===== config.mk =====
export PLATFORM = sky130hd
export DESIGN_NAME = led_matrix_scan_controller
export DESIGN_NICKNAME = d
export VERILOG_FILES = /design/src/rtl/led_matrix_pkg.sv /design/src/rtl/irrigation_status_pattern_rom.sv /design/src/rtl/led_matrix_scan_controller.sv
export SDC_FILE = /design/constraint.sdc
export NUM_CORES = 1
export LEC_CHECK = 0
export ABC_AREA = 1
export ABC_CLOCK_PERIOD_IN_PS = 1400
export BUFFER_PORTS_ARGS = -buffer_cell sky130_fd_sc_hd__clkbuf_2
export CORE_MARGIN = 2
export CORE_UTILIZATION = 25
export DETAILED_ROUTE_END_ITERATION = 16
export PLACE_DENSITY = 0.44
export SETUP_SLACK_MARGIN = 0.02
export SYNTH_ARGS = -nofsm -noshare
export SYNTH_HDL_FRONTEND = slang
export SYNTH_SLANG_ARGS = --single-unit
export TNS_END_PERCENT = 20

===== constraint.sdc =====
create_clock -name clk -period 1.4 [get_ports clk]
set_input_delay 0.21 -clock clk [delete_from_list [all_inputs] [get_ports clk]]
set_output_delay 0.21 -clock clk [all_outputs]
set_load 0.1 [all_outputs]

===== src/rtl/led_matrix_pkg.sv =====
// Shared constants and type definitions for the LED matrix scan controller.
package led_matrix_pkg;

  localparam int NUM_COLS = 5;
  localparam int NUM_ROWS = 7;

  typedef enum logic [1:0] {
    IRR_OK        = 2'b00,
    IRR_WATERING  = 2'b01,
    IRR_LOW_WATER = 2'b10,
    IRR_FAULT     = 2'b11
  } irr_status_e;

  typedef enum logic {
    ST_IDLE = 1'b0,
    ST_SCAN = 1'b1
  } scan_state_e;

  function automatic logic [NUM_COLS-1:0] col_onehot(input logic [2:0] col);
    logic [7:0] t;
    t = 8'd1 << col;
    return t[NUM_COLS-1:0];
  endfunction

endpackage


===== src/rtl/irrigation_status_pattern_rom.sv =====
// Combinational glyph lookup: irrigation status and column index to row bits.
module irrigation_status_pattern_rom
  import led_matrix_pkg::*;
(
  input  logic [1:0]          status,
  input  logic [2:0]          col,
  output logic [NUM_ROWS-1:0] rows
);

  always_comb begin
    rows = '0;
    case (irr_status_e'(status))
      IRR_OK: begin
        if (col < 3'(NUM_COLS)) rows = 7'h7F;
      end
      IRR_WATERING: begin
        case (col)
          3'd0: rows = 7'h01;
          3'd1: rows = 7'h03;
          3'd2: rows = 7'h07;
          3'd3: rows = 7'h0F;
          3'd4: rows = 7'h01;
          default: rows = '0;
        endcase
      end
      IRR_LOW_WATER: begin
        case (col)
          3'd0: rows = 7'h41;
          3'd1: rows = 7'h22;
          3'd2: rows = 7'h14;
          3'd3: rows = 7'h22;
          3'd4: rows = 7'h41;
          default: rows = '0;
        endcase
      end
      IRR_FAULT: begin
        case (col)
          3'd0: rows = 7'h7F;
          3'd1: rows = 7'h00;
          3'd2: rows = 7'h7F;
          3'd3: rows = 7'h00;
          3'd4: rows = 7'h01;
          default: rows = '0;
        endcase
      end
      default: rows = '0;
    endcase
  end

endmodule


===== src/rtl/led_matrix_scan_controller.sv =====
// Column-multiplexed LED matrix scanner showing an irrigation status glyph,
// with per-slot blanking and a status snapshot taken once per frame.
module led_matrix_scan_controller
  import led_matrix_pkg::*;
#(
  parameter int CLK_DIV      = 50000,
  parameter int BLANK_CYCLES = 2
) (
  input  logic                clk,
  input  logic                rst_n,
  input  logic                enable,
  input  logic [1:0]          irrigation_status,
  output logic [NUM_COLS-1:0] columns,
  output logic [NUM_ROWS-1:0] rows,
  output logic                frame_done
);

  localparam int DIV_W = (CLK_DIV > 1) ? $clog2(CLK_DIV) : 1;
  localparam logic [DIV_W-1:0] DIV_MAX   = DIV_W'(CLK_DIV - 1);
  localparam logic [DIV_W-1:0] BLANK_LIM = DIV_W'(BLANK_CYCLES);

  scan_state_e         state_q, state_d;
  logic [DIV_W-1:0]    div_cnt_q, div_cnt_d;
  logic [2:0]          col_q, col_d;
  logic [1:0]          status_q, status_d;
  logic [NUM_COLS-1:0] columns_q, columns_d;
  logic [NUM_ROWS-1:0] rows_q, rows_d;
  logic                frame_done_q, frame_done_d;

  logic                div_wrap;
  logic                frame_wrap;
  logic [NUM_ROWS-1:0] pattern;

  assign div_wrap   = (div_cnt_q == DIV_MAX);
  assign frame_wrap = (state_q == ST_SCAN) && div_wrap && (col_q == 3'(NUM_COLS - 1));

  irrigation_status_pattern_rom u_rom (
    .status (status_q),
    .col    (col_q),
    .rows   (pattern)
  );

  always_ff @(posedge clk or negedge rst_n) begin
    if (!rst_n) begin
      state_q      <= ST_IDLE;
      div_cnt_q    <= '0;
      col_q        <= '0;
      status_q     <= 2'b00;
      columns_q    <= '0;
      rows_q       <= '0;
      frame_done_q <= 1'b0;
    end else begin
      state_q      <= state_d;
      div_cnt_q    <= div_cnt_d;
      col_q        <= col_d;
      status_q     <= status_d;
      columns_q    <= columns_d;
      rows_q       <= rows_d;
      frame_done_q <= frame_done_d;
    end
  end

  always_comb begin
    state_d   = state_q;
    div_cnt_d = div_cnt_q;
    col_d     = col_q;
    status_d  = status_q;
    case (state_q)
      ST_IDLE: begin
        if (enable) begin
          state_d   = ST_SCAN;
          div_cnt_d = '0;
          col_d     = '0;
          status_d  = irrigation_status;
        end
      end
      ST_SCAN: begin
        if (!enable) begin
          state_d   = ST_IDLE;
          div_cnt_d = '0;
          col_d     = '0;
        end else begin
          div_cnt_d = div_wrap ? '0 : div_cnt_q + 1'b1;
          if (col_q >= 3'(NUM_COLS)) begin
            col_d = '0;
          end else if (div_wrap) begin
            col_d = (col_q == 3'(NUM_COLS - 1)) ? 3'd0 : col_q + 3'd1;
          end
          // Snapshot taken only at the frame boundary so a glyph never tears.
          if (frame_wrap) status_d = irrigation_status;
        end
      end
      default: state_d = ST_IDLE;
    endcase
  end

  // Output drive is gated by enable directly so the panel blanks one cycle after it drops.
  always_comb begin
    columns_d    = '0;
    rows_d       = '0;
    frame_done_d = frame_wrap;
    if ((state_q == ST_SCAN) && enable) begin
      columns_d = col_onehot(col_q);
      if (div_cnt_q >= BLANK_LIM) rows_d = pattern;
    end
  end

  assign columns    = columns_q;
  assign rows       = rows_q;
  assign frame_done = frame_done_q;

endmodule


Word level (Yosys, flattened, before mapping)
Cells that the tools add are included.
{"block": "classes", "n_addsub": 2, "mul": 0, "div_mod_pow": 0, "magnitude_cmp": 3, "eq_ne": 12, "n_shift": 1, "mux": 23, "bitwise": 1, "n_reduce_logical": 10}
{"cell": "16-bit 2-to-1 mux", "count": 3}
{"cell": "16-bit case mux with 2 select lines", "count": 1}
{"cell": "7-bit case mux with 4 select lines", "count": 1}
{"cell": "7-bit 2-to-1 mux", "count": 3}
{"cell": "7-bit case mux with 3 select lines", "count": 1}
{"cell": "16-bit by 1-bit adder with 16-bit output (second input constant)", "count": 1}
{"cell": "16-bit == test (second input constant)", "count": 1}
{"cell": "16-bit by 2-bit >= comparator with 1-bit output (second input constant)", "count": 1}
{"cell": "4-bit case mux with 4 select lines", "count": 1}
{"cell": "3-bit 2-to-1 mux", "count": 5}
{"cell": "7-bit case mux with 2 select lines", "count": 1}
{"cell": "3-bit by 2-bit == test with 1-bit output (second input constant)", "count": 2}
{"cell": "2-bit 2-to-1 mux", "count": 3}
{"cell": "3-bit case mux with 2 select lines", "count": 1}
{"cell": "2-bit OR reduction", "count": 3}
{"cell": "5-bit 2-to-1 mux", "count": 1}
{"cell": "1-bit by 3-bit left shift with 5-bit output (first input constant)", "count": 1}
{"cell": "2-bit == test (second input constant)", "count": 2}
{"cell": "2-bit != test (second input constant)", "count": 2}
{"cell": "4-bit by 2-bit != test with 1-bit output (second input constant)", "count": 1}
{"cell": "2-bit case mux with 2 select lines", "count": 1}
{"cell": "3-bit by 1-bit adder with 3-bit output (second input constant)", "count": 1}
{"cell": "3-bit by 1-bit == test with 1-bit output (second input constant)", "count": 1}
{"cell": "3-bit == test (second input constant)", "count": 1}
{"cell": "other kinds (11)", "count": 13}
{"block": "word_totals", "ff_bits": 35, "latchBits": 0, "ram_bits": 0, "rom_bits": 0, "in_bits": 5, "out_inout_bits": 13, "word_cells": 59, "memories": 0}

Depth between registers and ports, before layout
{"block": "logic_depth", "word_depth": 6, "mapped_depth": 9, "mapped_depth_nobuf": 9}

By module
Synthesis repeated with hierarchy kept, for this count alone.
{"block": "hier_totals", "cells_unflattened": 261, "area_unflattened_um2": 2044.5}
{"mod": "led_matrix_scan_controller", "instances": 1, "cells_each": 229, "area_each_um2": 1891.8, "seq_area_each_um2": 875.8}
{"mod": "irrigation_status_pattern_rom", "instances": 1, "cells_each": 32, "area_each_um2": 152.6, "seq_area_each_um2": 0.0}

Worst setup path before layout
No wires, ideal clock.
{"block": "synth_path", "kind": "reg-to-reg", "from": "register div_cnt_q[0]", "to": "register div_cnt_q[11]", "setup_time_ns": 0.118, "t_arrival_ns": 1.310, "required_time_ns": 1.282, "slack_ns": -0.027, "stages_incl_launch_ff": 9, "n_path_buf": 0, "synth_period_minus_slack_ns": 1.427, "cell_sequence": "dfrtp_1 -> ha_1 -> nand3_1 -> nor2_1 -> nand2_1 -> nand2_4 -> inv_2 -> nor2_4 -> nor2_1"}
{"block": "synth_between", "elab_chain_cells": 4, "word_cells_on_any_way": 5, "cone_classes": "1 x add/sub; 1 x eq/ne; 3 x mux"}
{"item": "start: declaration", "line_no": "led_matrix_scan_controller.sv:23", "rtl": "logic [DIV_W-1:0] div_cnt_q, div_cnt_d;"}
{"item": "start signal: assignment", "line_no": "led_matrix_scan_controller.sv:54", "rtl": "div_cnt_q <= div_cnt_d;"}
{"item": "16-bit by 1-bit adder with 16-bit output or 16-bit == test (tied branches)", "line_no": "led_matrix_scan_controller.sv:83, led_matrix_scan_controller.sv:34"}
{"item": "16-bit 2-to-1 mux (*)", "line_no": "led_matrix_scan_controller.sv:83", "rtl": "div_cnt_d = div_wrap ? '0 : div_cnt_q + 1'b1;"}
{"item": "16-bit 2-to-1 mux (*)", "line_no": "led_matrix_scan_controller.sv:78", "rtl": "if (!enable) begin"}
{"item": "16-bit case mux with 2 select lines (*)", "line_no": "led_matrix_scan_controller.sv:68", "rtl": "case (state_q)"}
Mark *: on every way between the ends. The rest lies on a longest branch, timed or not.
A chain may end at the register's enable or synchronous reset.

Worst setup path after layout
{"block": "layout_path", "from": "register col_q[1]", "to": "register rows_q[1], in the netlist rows[1]"}
{"block": "layout_between", "elab_chain_cells": 6, "word_cells_on_any_way": 16, "cone_classes": "1 x order compare; 4 x eq/ne; 7 x mux; 4 x reduce/logical"}
{"item": "start: declaration", "line_no": "led_matrix_scan_controller.sv:24", "rtl": "logic [2:0] col_q, col_d;"}
{"item": "start signal: assignment", "line_no": "led_matrix_scan_controller.sv:55", "rtl": "col_q <= col_d;"}
{"item": "3-bit == test, or another cell as far along", "line_no": "irrigation_status_pattern_rom.sv:17, irrigation_status_pattern_rom.sv:27, irrigation_status_pattern_rom.sv:37"}
{"item": "2-bit OR reduction (no line)"}
{"item": "4-bit case mux with 4 select lines, or another cell as far along", "line_no": "irrigation_status_pattern_rom.sv:17", "rtl": "case (col)"}
{"item": "7-bit case mux with 4 select lines (*)", "line_no": "irrigation_status_pattern_rom.sv:12", "rtl": "case (irr_status_e'(status))"}
{"item": "7-bit 2-to-1 mux (*)", "line_no": "led_matrix_scan_controller.sv:104", "rtl": "if (div_cnt_q >= BLANK_LIM) rows_d = pattern;"}
{"item": "7-bit 2-to-1 mux (*)", "line_no": "led_matrix_scan_controller.sv:102", "rtl": "if ((state_q == ST_SCAN) && enable) begin"}
{"item": "net rows_d[1]", "line_no": "led_matrix_scan_controller.sv:27", "rtl": "logic [NUM_ROWS-1:0] rows_q, rows_d;"}
{"item": "end signal: assignment", "line_no": "led_matrix_scan_controller.sv:58", "rtl": "rows_q <= rows_d;"}
{"item": "end: declaration", "line_no": "led_matrix_scan_controller.sv:27"}
The timed path passes the listed nets; every way through them passes the cells marked *.

==> flow_summary.toml <==
[setup_path]
cp.arrival_ns = 1.60
startpoint = "col_q[1]"
rr_worst_depth = 7
required_ns = 1.60
timing.rr.start = "col_q[1]"
r2r_slack_ns = -0.002
critPathKind = "reg -> reg"
cp_max_fo = 5
setup.worst_path.start_class = "register"
end_kind = "register"
rr_endpoint = "rows[1]"

[sta]
max_slew.worst_pin.slew_ns = 0.544
setup-violations-final = 1
period_needed_ns = 1.40
rsz0062_at_grt = "true"
fin_skew_ns = 0.00365
fin_hold_ws_ns = 0.125
setup_tns_ns = -0.00238
period_share_pct = 100
report.final.slew_viol_count = 0
max_slew_margin_pct = 63.9
setup_ws_ns = -0.00238
fmax_mhz = 713
report.final.hold_viol_count = 0

[synth]
muxShareOfSynthArea_pct = 0
yosys_register_bits = 35
synth-compound-area-share_pct = 6.65
synthSimpleGateAreaFrac_pct = 34.8
yosysWarnings = 0
synth_nets = 270
yosysSeqAreaShare_pct = 44.4
synth_area_um2 = 1970
synth-xor-area-share_pct = 2.22
synth_top_family_by_area = "simple AND/OR/NAND/NOR gates"
syn_inst = 256
syn_avg_cell_area_um2 = 7.71
synth_fa_ha_area_share_pct = 5.70
synth_cell_types = 27

[die]
dieArea_um2 = 8620
io-pin-count = 18
fp.dieW_um = 92.9
die_h_um = 92.9
core_area_um2 = 7690
start_util_pct = 25.7
rows = 32

[placement]
dp_cells = 417
port_buffers = 17
dp_hpwl_mm = 3.91
place_congestion = 0.772

[pwr]
p_leak_uw = 0.00147
p_per_area_nw_per_um2 = 883
irDropWorstVdd_uv = 516

[final_layout]
n_fill_cell = 807
final_common_cell = "nand2_1"
stdcell_count = 438
fin_nets = 349
fin_util_pct = 39.7
area_growth_pct = 54.7
final_layout_size_suffix_gt1_share_pct = 43.5
diodes = 0
final_cell_mix = "nand2_1, buf_4, dfrtp_1"

[clock_network]
h-tree-depth = 2
cts.reportedPaths.clkPinSlew_ns = 0.08
cts-root-buf = "clkbuf_8"
numCtsBuffers = 5
clockBufferDepth = 2
worst_skew_pair.late_latency_ns = 0.30
cts_tree = "done"
cts.sinks = 35

[global_route]
grt_util_all_layers_pct = 13.1
grt_first_pass_wirelength_mm = 8.74
grt_pass1_vias = 1792
antenna_found_initial = 0
grt_max_degree = 21
gr-total-overflow = 0

[routing]
drtIter0Drc = 92
routed-via-count = 1935
wirelength_mm = 5.52
drc = 0
dr.pass1.iters = 4
wl_per_cell_um = 12.6
viasPerCell = 4.42
ant_nets = 0

[outcome]
violations = "setup timing"
status = "finished, violations left"

[hold_path]
whs_path_depth = 3
hold_end = "status_q[0]"
worstHoldStart = "irrigation_status[0]"
hold_path_class = "in -> reg"

[flow_run]
cap_violations = 0
==> Yosys cell counts <==
cell       count  area (µm²)
o21ai_1        3        15.0
xor2_1         4        35.0
nor3_1         3        15.0
a2bb2oi_1      1        8.76
inv_1         28         105
nand4_1        8        50.1
o211ai_1       1        7.51
o21ai_0        9        45.0
ha_1           9         113
or2_2          2        12.5
nor3_4         1        16.3
nor2_2         3        18.8
nor3_2         1        10.0
dfrtp_1       35         876
nand3_2        1        10.0
inv_2          2        7.51
clkbuf_1       1        3.75
nor2_1        31         116
xnor2_1        1        8.76
nand2_2        4        25.0
nand2_4        1        11.3
a21oi_1        6        30.0
nand2_1       69         259
nand3_1       24         120
nor2_4         2        22.5
clkinv_1       2        7.51
o22ai_1        4        25.0
==> state kept, by name (all words and copies together), names as in the netlist <==
| signal | count |
|---|---|
| rows | 7 |
| columns | 5 |
| frame_done | 1 |
| state_q | 1 |
| col_q | 3 |
| status_q | 2 |
| div_cnt_q | 16 |
==> routing by layer <==
layer  up-vias  GRT usage, %  part of all wire, %
met1       903          19.5                   50
li1        981             -                    -
met3         9          2.36                  3.7
met2        42          18.6                   44
met5         -             0                    0
met4         0          4.90                  2.0
==> cell type report <==
class / instances / area [µm²] / share of cell area, %
tap: 102 / 128 / 4.18
multi-input combinational: 188 / 1210 / 39.7
inverter: 32 / 126 / 4.14
sequential: 35 / 881 / 28.8
clock buffer: 5 / 68.8 / 2.25
timing repair buffer: 73 / 569 / 18.6
clock inverter: 3 / 67.6 / 2.21
==> worst max path at each step <==
stage	endpoint	slack, ns
floorplan	rows[1]	0.02
global placement	status_q[0]	-0.14
detailed placement	rows[5]	-0.12
CTS	rows[2]	-0.006
global route	rows[1]	-0.06
finish	rows[1]	-0.002
==> power by group <==
part	switching (µW)	total, µW	leakage, µW	internal [µW]
registers	28.9	1070	0.000473	1040
logic	313	506	0.000928	193
clock network	410	1120	0.0000644	710
==> through the flow <==
stage,total power (µW),worst slack [ns],instance area (µm²)
2_1_floorplan,1320,0.0218,1990
3_3_place_gp,1490,-0.139,2540
3_5_place_dp,1500,-0.118,2540
4_1_cts,2660,-0.00628,2770
5_1_grt,2820,-0.0632,3050
6_report,2700,-0.00238,3050
==> worst max-delay path, stage by stage, from the launching register on <==
cell and delay (ns):
dfrtp_2 0.46, buf_6 0.14, ha_4 0.16, ha_2 0.21, o21ai_2 0.14, nand3_1 0.09, nand2_1 0.06, inv_1 0.03
==> repair_timing <==
action	in CTS	in global routing
gates resized for setup	21	55
pin swaps	7	26
setup endpoints to repair	25	26
endpoints found under the hold margin	15	0
buffers inserted	3	9
hold buffers	1	0
==> kinds of logic (layout without fill, tap and decap cells) <==
kind of cell | count (synthesis) | after routing
AND/OR/NAND/NOR | 150 | 150
flip-flops | 35 | 35
buffers and inverters | 33 | 113
AO/OA/AOI/OAI | 24 | 24
adder cells (fa/ha/maj) | 9 | 9
XOR/XNOR | 5 | 5
Note: power is estimated with default switching activity, not from simulation.
